### src/rtl/controle_jogada_pkg.sv
// Shared encodings for the play-round controller:
// state codes, point values and move phase.
package controle_jogada_pkg;

    typedef enum logic [3:0] {
        INICIAL       = 4'h0,
        PREPARACAO    = 4'h1,
        ESPERA_ANTES  = 4'h2,
        ATUALIZA      = 4'h3,
        ESPERA_DEPOIS = 4'h4,
        REGISTRA      = 4'h5,
        COMPARA       = 4'h6,
        PROXIMA       = 4'h7,
        FIM           = 4'hF
    } estado_t;

    typedef enum logic {
        FASE_ANTES  = 1'b0,
        FASE_DEPOIS = 1'b1
    } fase_t;

    localparam logic [1:0] PONTOS_ANTES  = 2'd2;
    localparam logic [1:0] PONTOS_DEPOIS = 2'd1;

endpackage

### src/rtl/controle_jogada_acumulador_pontos.sv
// Score register: sync clear, add enable and a
// 2-bit increment that saturates at all-ones.
module acumulador_pontos #(
    parameter int W = 6
) (
    input  logic         clock,
    input  logic         reset,
    input  logic         zera,
    input  logic         soma,
    input  logic [1:0]   incremento,
    output logic [W-1:0] pontos
);

    localparam logic [W+1:0] MAXIMO = {2'b00, {W{1'b1}}};

    logic [W+1:0] total;

    assign total = {2'b00, pontos} + {{W{1'b0}}, incremento};

    // score update with saturation
    always_ff @(posedge clock) begin
        if (reset || zera)
            pontos <= '0;
        else if (soma)
            pontos <= (total > MAXIMO) ? {W{1'b1}} : total[W-1:0];
    end

endmodule

### src/rtl/controle_jogada.sv
// Moore FSM sequencing one timed play round per
// game round; keeps round index and score.
module controle_jogada
    import controle_jogada_pkg::*;
#(
    parameter int NUM_RODADAS = 16,
    parameter int W_RODADA    = 4,
    parameter int W_PONTOS    = 6
) (
    input  logic                clock,
    input  logic                reset,
    input  logic                iniciar,
    input  logic                jogada,
    input  logic                acertou,
    input  logic                fim_antes,
    input  logic                fim_depois,
    output logic                zera_periodo,
    output logic                conta_periodo,
    output logic                atualiza_display,
    output logic                registra_jogada,
    output logic                timeout,
    output logic [W_RODADA-1:0] rodada,
    output logic [W_PONTOS-1:0] pontos,
    output logic                pronto,
    output logic [3:0]          db_estado
);

    estado_t             estado;
    estado_t             proximo;
    fase_t               fase;
    logic [W_RODADA-1:0] rodada_q;
    logic                timeout_q;
    logic                limpa;
    logic                ultima;
    logic                soma;
    logic [1:0]          incremento;

    assign ultima = (rodada_q == W_RODADA'(NUM_RODADAS - 1));
    assign limpa  = ((estado == INICIAL) || (estado == FIM)) && iniciar;

    // state register
    always_ff @(posedge clock) begin
        if (reset)
            estado <= INICIAL;
        else
            estado <= proximo;
    end

    // next-state logic; a move beats a coincident period flag
    always_comb begin
        proximo = estado;
        unique case (estado)
            INICIAL:       if (iniciar) proximo = PREPARACAO;
            PREPARACAO:    proximo = ESPERA_ANTES;
            ESPERA_ANTES: begin
                if (jogada)
                    proximo = REGISTRA;
                else if (fim_antes)
                    proximo = ATUALIZA;
            end
            ATUALIZA:      proximo = ESPERA_DEPOIS;
            ESPERA_DEPOIS: begin
                if (jogada)
                    proximo = REGISTRA;
                else if (fim_depois)
                    proximo = PROXIMA;
            end
            REGISTRA:      proximo = COMPARA;
            COMPARA:       proximo = PROXIMA;
            PROXIMA:       proximo = ultima ? FIM : PREPARACAO;
            FIM:           if (iniciar) proximo = PREPARACAO;
            default:       proximo = INICIAL;
        endcase
    end

    // move phase, round index and registered timeout pulse
    always_ff @(posedge clock) begin
        if (reset) begin
            fase      <= FASE_ANTES;
            rodada_q  <= '0;
            timeout_q <= 1'b0;
        end else begin
            timeout_q <= (estado == ESPERA_DEPOIS)
                         && !jogada && fim_depois;
            if (limpa)
                rodada_q <= '0;
            else if ((estado == PROXIMA) && !ultima)
                rodada_q <= rodada_q + W_RODADA'(1);
            if ((estado == ESPERA_ANTES) && jogada)
                fase <= FASE_ANTES;
            else if ((estado == ESPERA_DEPOIS) && jogada)
                fase <= FASE_DEPOIS;
        end
    end

    assign soma       = (estado == COMPARA) && acertou;
    assign incremento = (fase == FASE_ANTES) ? PONTOS_ANTES
                                             : PONTOS_DEPOIS;

    acumulador_pontos #(
        .W(W_PONTOS)
    ) u_acumulador (
        .clock      (clock),
        .reset      (reset),
        .zera       (limpa),
        .soma       (soma),
        .incremento (incremento),
        .pontos     (pontos)
    );

    assign zera_periodo     = (estado == PREPARACAO);
    assign conta_periodo    = (estado == ESPERA_ANTES)
                              || (estado == ATUALIZA)
                              || (estado == ESPERA_DEPOIS);
    assign atualiza_display = (estado == ATUALIZA);
    assign registra_jogada  = (estado == REGISTRA);
    assign timeout          = timeout_q;
    assign rodada           = rodada_q;
    assign pronto           = (estado == FIM);
    assign db_estado        = estado;

endmodule

### config.mk
export PLATFORM = sky130hd
export DESIGN_NAME = controle_jogada
export DESIGN_NICKNAME = d
export VERILOG_FILES = /design/src/rtl/controle_jogada_pkg.sv /design/src/rtl/controle_jogada_acumulador_pontos.sv /design/src/rtl/controle_jogada.sv
export SDC_FILE = /design/constraint.sdc
export NUM_CORES = 1
export LEC_CHECK = 0
export CORE_MARGIN = 3
export CORE_UTILIZATION = 60
export DETAILED_ROUTE_END_ITERATION = 12
export DONT_BUFFER_PORTS = 1
export GPL_TIMING_DRIVEN = 0
export PLACE_DENSITY_LB_ADDON = 0.08
export SETUP_SLACK_MARGIN = 0.05
export SLEW_MARGIN = 20
export SYNTH_ARGS = -nofsm -noshare
export SYNTH_HDL_FRONTEND = slang
export SYNTH_HIERARCHICAL = 1
export SYNTH_SLANG_ARGS = --single-unit
### constraint.sdc
create_clock -name clock -period 2.24 [get_ports clock]
set_input_delay 0.224 -clock clock [delete_from_list [all_inputs] [get_ports clock]]
set_output_delay 0.224 -clock clock [all_outputs]
set_load 0.02 [all_outputs]
; Word-level counts from Yosys, hierarchy flattened
; Cells that the tools add are included.
[op_classes]
n_lt_le_gt_ge = 1
n_addsub = 2
n_mul = 0
n_eq_ne = 12
n_shift = 0
reduce_logical = 18
bitwise_logic = 0
mux = 9
n_div = 0
[op_table]
columns = op, count
row1 = $pmux 4 s8, 1
row2 = $mux 4, 6
row3 = $eq 4x3->1 const B, 4
row4 = $eq 4x2->1 const B, 2
row5 = $eq 4x4->1 const B, 2
row6 = $gt 8x6->1 const B, 1
row7 = $add 6x2->7, 1
row8 = $logic_and 1x1->1, 7
row9 = $mux 6, 1
row10 = $ne 3x3->1 const B, 2
row11 = $reduce_or 2->1, 3
row12 = $add 4x1->4 const B, 1
row13 = $eq 4x1->1 const B, 1
row14 = $logic_not 4->1, 1
row15 = $logic_or 1x1->1, 4
row16 = $reduce_and 3->1, 1
row17 = $logic_not 1->1, 2
row18 = $mux 2, 1
row19 = $ne 2x1->1 const B, 1
[word_totals]
ram_bits = 0
mem_count = 0
elab_cells = 47
reg_bits = 16
rom_bits = 0
in_bits = 7
output_inout_bits = 20
latch_bits = 0

; Longest topological paths before layout
[logic_depth]
ltp_word = 4
mapped_depth = 7
depth_no_buf = 6

; Cells and area by module
; The synthesis kept the hierarchy.
[modules_own_cells]
columns = module, seq_area_each_um2, cells_each, area_each_um2, instances
row1 = controle_jogada, 200.2, 79, 634.4, 1
row2 = acumulador_pontos, 120.1, 32, 320.3, 1

; Least setup slack after synthesis
; OpenSTA, ideal clock, no wires.
[synth_path]
path_type = reg2reg
from = reg estado[2], in the netlist db_estado[2]
to = reg u_acumulador.pontos[4]
setup_time_ns = 0.124
arrival_ns = 1.839
required_ns = 2.116
synth_period_minus_slack_ns = 1.964
stages_incl_launch_ff = 8
n_path_buf = 1
path_slack_ns = 0.276
path_cell_list = dfxtp_1 -> buf_2 -> nor2b_1 -> nand2_1 -> nor2_1 -> and3_2 -> and4b_1 -> nor3_1
[synth_via]
elab_cells_between_ends = 7
cone_classes = eq/ne: 2 / reduce/logical: 5
[synth_lines]
columns = element, line
row1 = "start, declared", controle_jogada.sv:28  ; estado_t estado;
row2 = "start signal, assigned", controle_jogada.sv:46  ; estado <= proximo;
row3 = $eq 4x3->1, controle_jogada.sv:96  ; assign soma = (estado == COMPARA) && acertou;
row4 = $logic_and 1x1->1, controle_jogada.sv:96
row5 = net soma, controle_jogada.sv:35  ; logic soma;
row6 = "end signal, assigned", controle_jogada_acumulador_pontos.sv:25  ; pontos <= (total > MAXIMO) ? {W{1'b1}} : total[W-1:0];
row7 = "end, declared", controle_jogada_acumulador_pontos.sv:11  ; output logic [W-1:0] pontos
; The timed path passes the listed nets, and every way through them passes these cells.
; A chain may end at the register's enable or synchronous reset.

; Worst setup path after layout
[layout_path]
from = reg estado[0], in the netlist db_estado[0]
to = out zera_periodo
[layout_via]
elab_chain_len = 1
[layout_lines]
columns = element, line
row1 = $eq 4x1->1, controle_jogada.sv:111  ; assign zera_periodo = (estado == PREPARACAO);
row2 = "end, declared", controle_jogada.sv:17  ; output logic zera_periodo,
; Every way passes these cells.

==> flow_summary_export.csv <==
group,metric,value,unit
logic_synthesis,synthesis.nets,122,
drt,antenna_left,0,
finish,syn2layout_area_growth,9.96,%
logic_synthesis,ys_seq_area_share,33.6,%
timing,clock-skew-final,0.00390,ns
placement,dp_hpwl,1510,um
logic_synthesis,synth_ff_type,"dfxtp_1",
setup_path,worstReg2RegEnd,"u_acumulador/pontos[2]$_SDFFE_PP0P_",
finish,final-instance-count-excl-fill,132,
drt,drt-pass1-iter-count,4,
timing,maxSlewHeadroom,55.4,%
power,powerDensity,684,nW/um^2
run_status,status,"finished clean",
timing,min_period_over_period,94.5,%
setup_path,rr_worst_depth,7,
setup_path,path_class,"reg -> out",
worst_hold_path,hold_path_depth,1,
setup_path,regToRegSetupSlack,0.25,ns
setup_path,endpoint_kind,"output pin",
worst_hold_path,hold_end,"fase$_SDFFE_PP0P_",
timing,finalSetupViolations,0,
timing,whs,0.0332,ns
clock_tree,cts_buffers,3,
floorplan,initial_core_util,68.2,%
drt,vias,847,
timing,worst_pin_slew,0.664,ns
power,ir_drop,395,uV
floorplan,rows,13,
drt,via_per_inst,6.42,
clock_tree,root_buffer,"clkbuf_4",
timing,period_minus_slack,2.12,ns
global_route,grt_util_all_layers,23.2,%
finish,diodes,0,
floorplan,die_h,45.9,um
clock_tree,post_cts_buffers,0,
logic_synthesis,syn_area,955,sq um
floorplan,die_area,2110,sq um
clock_tree,cts_buffer_depth,2,
finish,layout.nets,129,
timing,hold_violations,0,
worst_hold_path,hp-class,"in -> reg",
logic_synthesis,synth_area_per_cell,8.60,sq um
clock_tree,clock_sinks,16,
placement,place.gp.congestion,0.752,
run,cap_violations,0,
placement,dp_cells,126,
clock_tree,clk_pin_slew,0.10,ns
power,p_total,718,uW
timing,report.final.slew_viol_count,0,
power,p_leak,0.395,nW
floorplan,die_w,45.9,um
clock_tree,cts_tree,"done",
drt,wl_per_cell,15.7,um
floorplan,core,1400,sq um
drt,wl,2070,um
setup_path,crit_path_max_fanout,10,
setup_path,worstPathRequired,2.02,ns
worst_hold_path,worstHoldStart,"jogada",
setup_path,r2r-start,"db_estado[2]$_SDFFE_PP0P_",
logic_synthesis,synth_warnings,6,
logic_synthesis,synth_edf_count,0,
clock_tree,insertion_delay,0.29,ns
drt,drt_iter0_markers,11,
global_route,grt_max_degree,11,
logic_synthesis,ys_ff_latch,16,
finish,drive_above_1_share,16.2,%
timing,fmax,472,MHz
logic_synthesis,synth-async-reset-ratio,0,%
drt,drcViolationCount,0,
global_route,grt_antenna_before_repair,0,
global_route,grt_first_pass_wirelength,3530,um
setup_path,cp_data_arrival_time,1.89,ns
floorplan,ios,27,
placement,io_buffer_count,0,
setup_path,start_kind,"flip-flop",
logic_synthesis,synth_cells,111,
logic_synthesis,yosysUniqueCellTypes,42,
finish,utilization,75.0,%
clock_tree,ctsHtreeMaxLevel,1,
global_route,grt_pass1_vias,837,
timing,rsz0062_at_grt,"yes",
global_route,grt-ovfl-total,0,
## layer usage
| metal | global-route usage [%] | vias up | part of all wire (%) |
|---|---|---|---|
| met5 | 0 | - | 0 |
| met4 | 10.2 | 0 | 1.6 |
| met3 | 7.11 | 5 | 12 |
| met2 | 32.7 | 40 | 42 |
| met1 | 32.1 | 383 | 44 |
| li1 | - | 419 | - |
## power breakdown
group / total [mW] / internal (mW) / switching (mW)
Combinational: 0.195 / 0.0787 / 0.116
Clock: 0.196 / 0.0992 / 0.0969
Sequential: 0.327 / 0.297 / 0.0302
## worst max-delay path, cell delays in order (launching register included)
cell and delay (ns):
dfxtp_1 0.49, clkbuf_1 0.37, inv_1 0.15, nor4_2 0.59
## through the flow
step	worst slack, ns	area [sq um]	setup TNS [ns]
5_1_grt	-0.0282	1050	-0.0282
3_5_place_dp	-0.0606	973	-0.242
2_1_floorplan	0.276	955	0
6_report	0.122	1050	0
4_1_cts	0.126	1040	0
3_3_place_gp	-0.0180	973	-0.0279
## cell type report
class / count / area (sq um)
multi-input combinational: 84 / 609
fill: 118 / 349
sequential: 16 / 322
clock buffer: 4 / 36.3
inverter: 6 / 22.5
buffer: 5 / 21.3
timing repair buffer: 2 / 20.0
tap: 15 / 18.8
## placed cells by master (no fill, tap or decap), types with 2 or more instances in the layout
master,n
inv_1,6
or2_2,2
nor2_1,8
nor3b_1,2
nand2_1,6
nor4b_1,2
nor3_1,4
or3_1,2
buf_2,2
ha_1,3
dlygate4sd3_1,2
nand4_1,3
clkbuf_4,3
a21oi_1,11
a31oi_1,2
nor2b_1,2
clkbuf_1,2
mux2i_1,4
nand3_1,3
dfxtp_1,15
o21ai_0,3
xnor2_1,2
and4b_1,2
nand2_2,2
## worst max path at each step
stage                               from  slack (ns)                                   to  cells past startpoint
6_report       db_estado[0]$_SDFFE_PP0P_        0.12                         zera_periodo                      3
5_1_grt        db_estado[0]$_SDFFE_PP0P_       -0.03                         zera_periodo                      3
4_1_cts        db_estado[0]$_SDFFE_PP0P_        0.13                     atualiza_display                      3
3_5_place_dp   db_estado[2]$_SDFFE_PP0P_       -0.06  u_acumulador/pontos[3]$_SDFFE_PP0P_                      7
3_3_place_gp   db_estado[2]$_SDFFE_PP0P_       -0.02  u_acumulador/pontos[3]$_SDFFE_PP0P_                      7
2_1_floorplan  db_estado[2]$_SDFFE_PP0P_        0.28  u_acumulador/pontos[4]$_SDFFE_PP0P_                      7
## logic make-up (layout without fill, tap and decap cells)
family	Yosys count	after routing	synth area share, %
and+or+nand+nor	48	48	29.6
AOI/OAI and AO/OA	24	24	17.6
DFF	16	16	33.6
buffers and inverters	11	17	4.59
adders and majority gates	5	5	7.08
muxes	5	5	5.77
xor gates and xnor gates	2	2	1.84
## cell usage after synthesis, types with 3 or more instances
cell / instances / area, sq um
inv_1: 6 / 22.5
nand2_1: 6 / 22.5
nand3_1: 3 / 15.0
o21ai_0: 3 / 15.0
a21oi_1: 11 / 55.1
mux2i_1: 4 / 40.0
nor2_1: 9 / 33.8
ha_1: 3 / 37.5
nand4_1: 3 / 18.8
nor3_1: 5 / 25.0
dfxtp_1: 16 / 320
## timing repair
| item | 4_1_cts | 5_1_grt |
|---|---|---|
| pin swaps | 0 | 0 |
| endpoints found under the hold margin | 2 | 0 |
| resized for setup | 3 | 2 |
| setup endpoints to repair | 7 | 7 |
| hold buffers | 2 | 0 |
## flip-flops by register name, summed over array words and instances (netlist names)
signal / count
fase: 1
db_estado: 4
rodada: 4
timeout: 1
u_acumulador/pontos: 6
(Power assumes the default switching activity.)
